--- src/rtl/cpu_control.sv ---
// cpu_control: multicycle FETCH/DECODE/EXECUTE/MEMORY/WRITEBACK sequencer for the CPU datapath.
// Generates memory, IR, decode, ALU, register-file and PC enables; traps illegal opcodes; counts retires.
module cpu_control #(
    parameter int COUNT_WIDTH = 32
) (
    input  logic                   clock,
    input  logic                   reset,
    input  logic [6:0]             opcode,
    input  logic [2:0]             func3,
    input  logic                   mem_ready,
    input  logic                   branch_taken,
    output logic                   mem_read,
    output logic                   mem_write,
    output logic                   mem_is_fetch,
    output logic                   ir_write,
    output logic                   decode_enable,
    output logic                   alu_enable,
    output logic                   reg_write,
    output logic [1:0]             wb_select,
    output logic                   pc_write,
    output logic [1:0]             pc_source,
    output logic                   illegal_instruction,
    output logic [2:0]             state,
    output logic [COUNT_WIDTH-1:0] instret
);

    localparam logic [2:0] S_FETCH     = 3'd0;
    localparam logic [2:0] S_DECODE    = 3'd1;
    localparam logic [2:0] S_EXECUTE   = 3'd2;
    localparam logic [2:0] S_MEMORY    = 3'd3;
    localparam logic [2:0] S_WRITEBACK = 3'd4;
    localparam logic [2:0] S_ILLEGAL   = 3'd5;

    localparam logic [6:0] OP_LUI    = 7'b0110111;
    localparam logic [6:0] OP_AUIPC  = 7'b0010111;
    localparam logic [6:0] OP_JAL    = 7'b1101111;
    localparam logic [6:0] OP_JALR   = 7'b1100111;
    localparam logic [6:0] OP_BRANCH = 7'b1100011;
    localparam logic [6:0] OP_LOAD   = 7'b0000011;
    localparam logic [6:0] OP_STORE  = 7'b0100011;
    localparam logic [6:0] OP_IMM    = 7'b0010011;
    localparam logic [6:0] OP_OP     = 7'b0110011;

    logic [2:0]             state_q;
    logic [2:0]             state_d;
    logic [6:0]             op_q;
    logic [COUNT_WIDTH-1:0] instret_q;
    logic                   retire;

    function automatic logic is_legal(input logic [6:0] op, input logic [2:0] f3);
        case (op)
            OP_LUI, OP_AUIPC, OP_JAL, OP_IMM, OP_OP: is_legal = 1'b1;
            OP_JALR:   is_legal = (f3 == 3'b000);
            OP_BRANCH: is_legal = (f3 != 3'b010) && (f3 != 3'b011);
            OP_LOAD:   is_legal = (f3 == 3'b000) || (f3 == 3'b001) || (f3 == 3'b010) ||
                                  (f3 == 3'b100) || (f3 == 3'b101);
            OP_STORE:  is_legal = (f3 <= 3'b010);
            default:   is_legal = 1'b0;
        endcase
    endfunction

    always_ff @(posedge clock) begin
        if (!reset) state_q <= S_FETCH;
        else        state_q <= state_d;
    end

    // Only the opcode is kept past DECODE; func3 matters solely for the legality check there.
    always_ff @(posedge clock) begin
        if (!reset) begin
            op_q      <= 7'd0;
            instret_q <= '0;
        end else begin
            if (state_q == S_DECODE) op_q <= opcode;
            if (retire) instret_q <= instret_q + {{(COUNT_WIDTH-1){1'b0}}, 1'b1};
        end
    end

    always_comb begin
        state_d = state_q;
        case (state_q)
            S_FETCH:     if (mem_ready) state_d = S_DECODE;
            S_DECODE:    state_d = is_legal(opcode, func3) ? S_EXECUTE : S_ILLEGAL;
            S_EXECUTE: begin
                if (op_q == OP_LOAD || op_q == OP_STORE) state_d = S_MEMORY;
                else if (op_q == OP_BRANCH)              state_d = S_FETCH;
                else                                     state_d = S_WRITEBACK;
            end
            S_MEMORY:    if (mem_ready) state_d = (op_q == OP_LOAD) ? S_WRITEBACK : S_FETCH;
            S_WRITEBACK: state_d = S_FETCH;
            S_ILLEGAL:   state_d = S_ILLEGAL;
            default:     state_d = S_FETCH;
        endcase
    end

    // Memory handshake: mem_read/mem_write stay asserted every cycle of FETCH/MEMORY until the
    // cycle in which mem_ready is high; that cycle completes the transfer and the FSM advances.
    always_comb begin
        mem_read            = 1'b0;
        mem_write           = 1'b0;
        mem_is_fetch        = 1'b0;
        ir_write            = 1'b0;
        decode_enable       = 1'b0;
        alu_enable          = 1'b0;
        reg_write           = 1'b0;
        wb_select           = 2'b00;
        pc_write            = 1'b0;
        pc_source           = 2'b00;
        illegal_instruction = 1'b0;
        retire              = 1'b0;
        if (reset) begin
            case (state_q)
                S_FETCH: begin
                    mem_read     = 1'b1;
                    mem_is_fetch = 1'b1;
                    ir_write     = mem_ready;
                end
                S_DECODE:  decode_enable = 1'b1;
                S_EXECUTE: begin
                    alu_enable = 1'b1;
                    if (op_q == OP_BRANCH) begin
                        pc_write  = 1'b1;
                        pc_source = branch_taken ? 2'b01 : 2'b00;
                        retire    = 1'b1;
                    end
                end
                S_MEMORY: begin
                    mem_read  = (op_q == OP_LOAD);
                    mem_write = (op_q == OP_STORE);
                    if (op_q == OP_STORE && mem_ready) begin
                        pc_write = 1'b1;
                        retire   = 1'b1;
                    end
                end
                S_WRITEBACK: begin
                    reg_write = 1'b1;
                    pc_write  = 1'b1;
                    retire    = 1'b1;
                    case (op_q)
                        OP_LUI:           wb_select = 2'b11;
                        OP_JAL, OP_JALR:  wb_select = 2'b10;
                        OP_LOAD:          wb_select = 2'b01;
                        default:          wb_select = 2'b00;
                    endcase
                    if (op_q == OP_JAL)       pc_source = 2'b01;
                    else if (op_q == OP_JALR) pc_source = 2'b10;
                end
                S_ILLEGAL: illegal_instruction = 1'b1;
                default: ;
            endcase
        end
    end

    assign state   = reset ? state_q : S_FETCH;
    assign instret = instret_q;

endmodule
--- config.mk ---
export PLATFORM = sky130hd
export DESIGN_NAME = cpu_control
export DESIGN_NICKNAME = d
export VERILOG_FILES = /design/src/rtl/cpu_control.sv
export SDC_FILE = /design/constraint.sdc
export NUM_CORES = 1
export LEC_CHECK = 0
export CAP_MARGIN = 20
export CORE_ASPECT_RATIO = 0.5
export CORE_MARGIN = 5
export CORE_UTILIZATION = 32
export DETAILED_ROUTE_END_ITERATION = 16
export SYNTH_ARGS = -nofsm -noshare
export SYNTH_HDL_FRONTEND = slang
export SYNTH_SLANG_ARGS = --single-unit
--- constraint.sdc ---
create_clock -name clock -period 4 [get_ports clock]
set_input_delay 0.6 -clock clock [delete_from_list [all_inputs] [get_ports clock]]
set_output_delay 0.6 -clock clock [all_outputs]
set_load 0.01 [all_outputs]
After elaboration in Yosys (flattened, before gate mapping). Cells that the tools add are included.

Register bits after elaboration: 42. Output and inout port bits: 48.

Add/subtract/negate cells: 1. Order comparisons: 1. Equality and inequality tests: 28. Mux-type cells: 39. Reductions and logical operators: 12.

Operator list (count): $eq A7 B7 Y1 const B (6); $eq A7 B6 Y1 const B (5); $add A32 B1 Y32 const B (1); $mux W1 (21); $mux W3 (7); $pmux W3 S5 (1); $eq A7 B2 Y1 const B (2); $eq A7 B5 Y1 const B (2); $eq A3 B3 Y1 const B (4); $mux W2 (5); $eq A3 B2 Y1 const B (3); $eq A3 B1 Y1 const B (2); $logic_not A3 Y1 (2); $ne A3 B2 Y1 const B (2); $pmux W2 S3 (1); $logic_or A1 B1 Y1 (5); $pmux W1 S5 (1); $reduce_or A5 Y1 (1); $ne A2 B2 Y1 const B (2); $pmux W2 S2 (1); $le A3 B2 Y1 const B (1); $pmux W1 S3 (1); $logic_and A1 B1 Y1 (2); $pmux W1 S2 (1); other kinds (2) (2).

Depth between registers and ports, before layout.
Depth in word-level cells: 9. Depth in mapped cells: 8. Gate-level depth less buffers: 6.

Least setup slack after synthesis. Ideal clock, no wire load.

Kind: reg-to-output. Start point: register op_q[2]. End point: output port pc_write. Arrival time: 1703 ps. Path slack: 1697 ps. Cell stages (with the launch flop): 5. Path buffers: 1. Cell sequence: dfxtp_1 -> or3_1 -> buf_6 -> or4_4 -> a21oi_2.

Word-level cells in the longest chain between the ends: 5.

Ends and longest elaborated chain: start, declared (RTL line 46) `logic [6:0] op_q;`; start signal, assigned (RTL line 73) `if (state_q == S_DECODE) op_q <= opcode;`; $eq A7 B6 Y1 (RTL line 129) `if (op_q == OP_STORE && mem_ready) begin`; $logic_and A1 B1 Y1 (RTL line 129); $mux W1 (RTL line 129); $pmux W1 S3 * (RTL line 111) `case (state_q)`; $mux W1 * (RTL line 110) `if (reset) begin`; end, declared (RTL line 20) `output logic pc_write,`.

Mark *: on every way between the ends. The rest lies on a longest branch, timed or not.

Worst setup path after layout.
Start point: register state_q[1]. End point: output port pc_write.

Word-level cells in the longest chain between the ends: 3.

Ends and longest elaborated chain: start, declared (RTL line 44) `logic [2:0] state_q;`; start signal, assigned (RTL line 64) `else state_q <= state_d;`; $eq A3 B3 Y1 or $eq A3 B2 Y1 (tied branches) (RTL line 111); $pmux W1 S3 * (RTL line 111); $mux W1 * (RTL line 110).

Marks and branches as above.

==> impl_metrics.py <==
metrics = {
    "sta": {
        "setup_viol_count_final": 0,
        "relSlewSlack_pct": 44.7,
        "hold_viol_final": 0,
        "rsz0062_at_grt": "false",
        "max_freq_mhz": 299,
        "maxSlewViolCount": 0,
        "postLayoutSetupSlackWorst_ps": 660,
        "period_needed_ps": 3340,
        "tightest_slew_ps": 830,
        "period_share_pct": 83.5,
        "totalNegativeSetupSlack_ps": 0,
        "fin_worst_skew_ps": 4.73,
    },
    "clock_tree": {
        "clockBufferDepth": 2,
        "clk_pin_slew_ps": 60,
        "clock_latency_ps": 280,
        "cts.sinks": 42,
        "cts_tree": "done",
        "cts_buffers": 5,
        "cts_setup_buffers": 0,
        "holdBufCountCts": 0,
        "clock-root-buffer": "clkbuf_16",
        "htreeDepth": 2,
        "cts_resized": 0,
    },
    "synth": {
        "yosysUniqueCellTypes": 54,
        "synth_warnings": 0,
        "synth_ff_type": "dfxtp_1",
        "async_reset_ff_share_pct": 0,
        "synth_top_family_by_area": "simple AND/OR/NAND/NOR gates",
        "synth_fp_nets": 309,
        "avgSynthCellArea_um2": 8.32,
        "synth_area_mm2": 0.00245,
        "synthAdderAreaFrac_pct": 0.512,
        "synthXorXnorAreaFrac_pct": 3.22,
        "synth_simple_gate_area_share_pct": 31.2,
        "synth_edf_count": 0,
        "netlist_instances": 294,
        "ys_ff_latch": 42,
        "synthMuxAreaShare_pct": 4.91,
        "ys_seq_area_share_pct": 34.4,
        "synth_compound_area_share_pct": 20.7,
    },
    "die": {
        "die_w_um": 134,
        "coreArea_mm2": 0.00738,
        "rows": 22,
        "die-area_mm2": 0.00960,
        "ioPinCount": 62,
        "start_util_pct": 33.2,
        "die_h_um": 71.8,
    },
    "power": {
        "p_int_w": 0.000788,
        "power_frac_seq_pct": 43.2,
        "power.total_w": 0.00110,
        "p_comb_share_pct": 20.0,
        "p_sw_share_pct": 28.5,
        "power_density_mw_per_mm2": 340,
        "peakVddDrop_mv": 0.184,
        "p_clk_share_pct": 36.7,
        "power_switching_w": 0.000315,
        "leakagePower_nw": 1.04,
    },
    "job": {
        "cap_violations": 0,
    },
    "worst_setup_path": {
        "r2r-end": "instret[13]",
        "r2r_cells": 5,
        "worstPathRequired_ps": 3400,
        "startpoint": "state_q[1]",
        "path_cells": "or2b_2 > or4_4 > a21oi_2 > clkdlybuf4s50_1",
        "slowest_delay_ps": 620,
        "path_class": "register to output pin",
        "critPathCaptureType": "output pin",
        "timing.critical_path.buf_inv": 1,
        "cp_top_family": "simple AND/OR/NAND/NOR gates",
        "cp_max_fo": 17,
        "crit_slowest_cell": "dfxtp_1",
        "r2r_start": "state_q[1]",
        "worstPathArrival_ps": 2740,
        "cp-start-kind": "register",
        "rrSetupSlack_ps": 1270,
    },
    "finish": {
        "regArea_um2": 841,
        "multi_input_area_mm2": 0.00148,
        "fill_cells": 737,
        "syn_to_final_growth_pct": 32.8,
        "fin_nets": 366,
        "antenna_cells": 0,
        "drive_gt1_share_pct": 7.10,
    },
    "grt": {
        "grt_start_max_net_pins": 42,
        "antenna_found_initial": 0,
        "grt_usage_pct": 13.6,
        "grt_pass1_vias": 2293,
        "grt_overflow": 0,
        "grt_pass1_wl_mm": 11.1,
    },
    "outcome": {
        "status": "completed",
    },
    "placed_design": {
        "port_buffers": 61,
        "hpwlAfterDp_mm": 4.74,
        "gp_congestion": 0.789,
        "dp_slack_ps": 725,
    },
    "worst_hold_path": {
        "min_path_type": "register to register",
        "hold_path_depth": 2,
        "hold_path.startpoint": "instret[23]",
        "whs_endpoint": "instret[23]",
    },
    "drt": {
        "initialDrtViolationCount": 94,
        "via_per_inst": 5.37,
        "routed_wl_mm": 6.45,
        "ant_nets": 0,
        "wire_per_inst_um": 14.4,
        "drc_errors": 0,
        "num_vias": 2406,
        "first_pass_iters": 4,
    },
}
## cell usage in the layout, fill, tap and decap left out, types with 2 or more instances in the layout
cell and n:
and3_1 5, xnor2_1 5, nor3b_1 2, inv_1 6, o31ai_1 11, nand3_1 14, or2b_2 2, or3_1 9
or2_2 2, nand2b_1 7, clkbuf_16 5, nand3b_1 2, nor3_1 7, dfxtp_1 42, nor2_1 30, mux2i_1 12
nand4_1 11, xor2_1 4, o211ai_1 3, buf_4 3, and4_1 3, nand4bb_1 2, nand2_1 22, o21ai_0 12
and2_1 4, or4_1 11, clkdlybuf4s50_1 61, a21oi_1 27
## cell usage after synthesis (8+ instances only)
cell type  number  area (µm²)
o31ai_1        11        82.6
or4_1          11        82.6
nand3_1        14        70.1
a21oi_1        27         135
or3_1           9        56.3
clkbuf_1        8        30.0
nor2_1         30         113
nand4_1        11        68.8
dfxtp_1        42         841
o21ai_0        12        60.1
mux2i_1        12         120
nand2_1        22        82.6
## through the flow
| step | instance area [µm²] | util (%) | instances | hold slack, ps |
|---|---|---|---|---|
| after global placement | 3100 | 42.0 | 440 | 464 |
| after detailed placement | 3100 | 42.0 | 440 | 488 |
| after global routing | 3250 | 44.0 | 448 | 520 |
| after floorplan | 2450 | - | 294 | 496 |
| after CTS | 3250 | 44.0 | 448 | 500 |
| final | 3250 | 44.0 | 448 | 490 |
## area by class of cell
cell class / count / area share [%]
multi-input combinational: 231 / 45.6
sequential: 42 / 25.9
timing repair buffer: 64 / 19.5
clock buffer: 7 / 4.39
tap: 96 / 3.70
inverter: 7 / 0.809
clock inverter: 1 / 0.154
## routing by layer
layer / vias up / GRT usage (%) / part of all wire (%)
met3: 2 / 3.02 / 2.8
met2: 36 / 23.5 / 47
li1: 1215 / - / -
met4: 0 / 2.05 / 0.54
met5: - / 0 / 0
met1: 1153 / 17.8 / 50
## cells by family (layout without fill, tap and decap cells)
kind of cell             after synthesis  count (layout)
flip-flops                            42              42
adder cells (fa/ha/maj)                1               1
buffers and inverters                 21              79
multiplexers                          12              12
XOR/XNOR                               9               9
AND/OR/NAND/NOR                      138             138
AO/OA/AOI/OAI                         71              71
## worst min-delay path: stages, from the launching register on
cell     delay [ps]
dfxtp_1         330
nand2_1          60
mux2i_1          50
## registers in the layout, summed over array words and instances (netlist names)
| register | cells |
|---|---|
| state_q | 3 |
| op_q | 7 |
| instret | 32 |
## worst max path at each step
| stage | end | cells past startpoint |
|---|---|---|
| floorplan | pc_write | 4 |
| global placement | pc_write | 5 |
| detailed placement | pc_write | 5 |
| CTS | pc_write | 4 |
| global route | pc_write | 4 |
| finish | pc_write | 4 |
## power groups by stage
stage               logic, W  registers (W)  clock network [W]
floorplan           0.000180       0.000463                  0
global placement    0.000217       0.000484                  0
detailed placement  0.000222       0.000486                  0
CTS                 0.000223       0.000476           0.000414
global route        0.000244       0.000484           0.000438
finish              0.000221       0.000477           0.000405
Note: power is estimated with default switching activity, not from simulation.
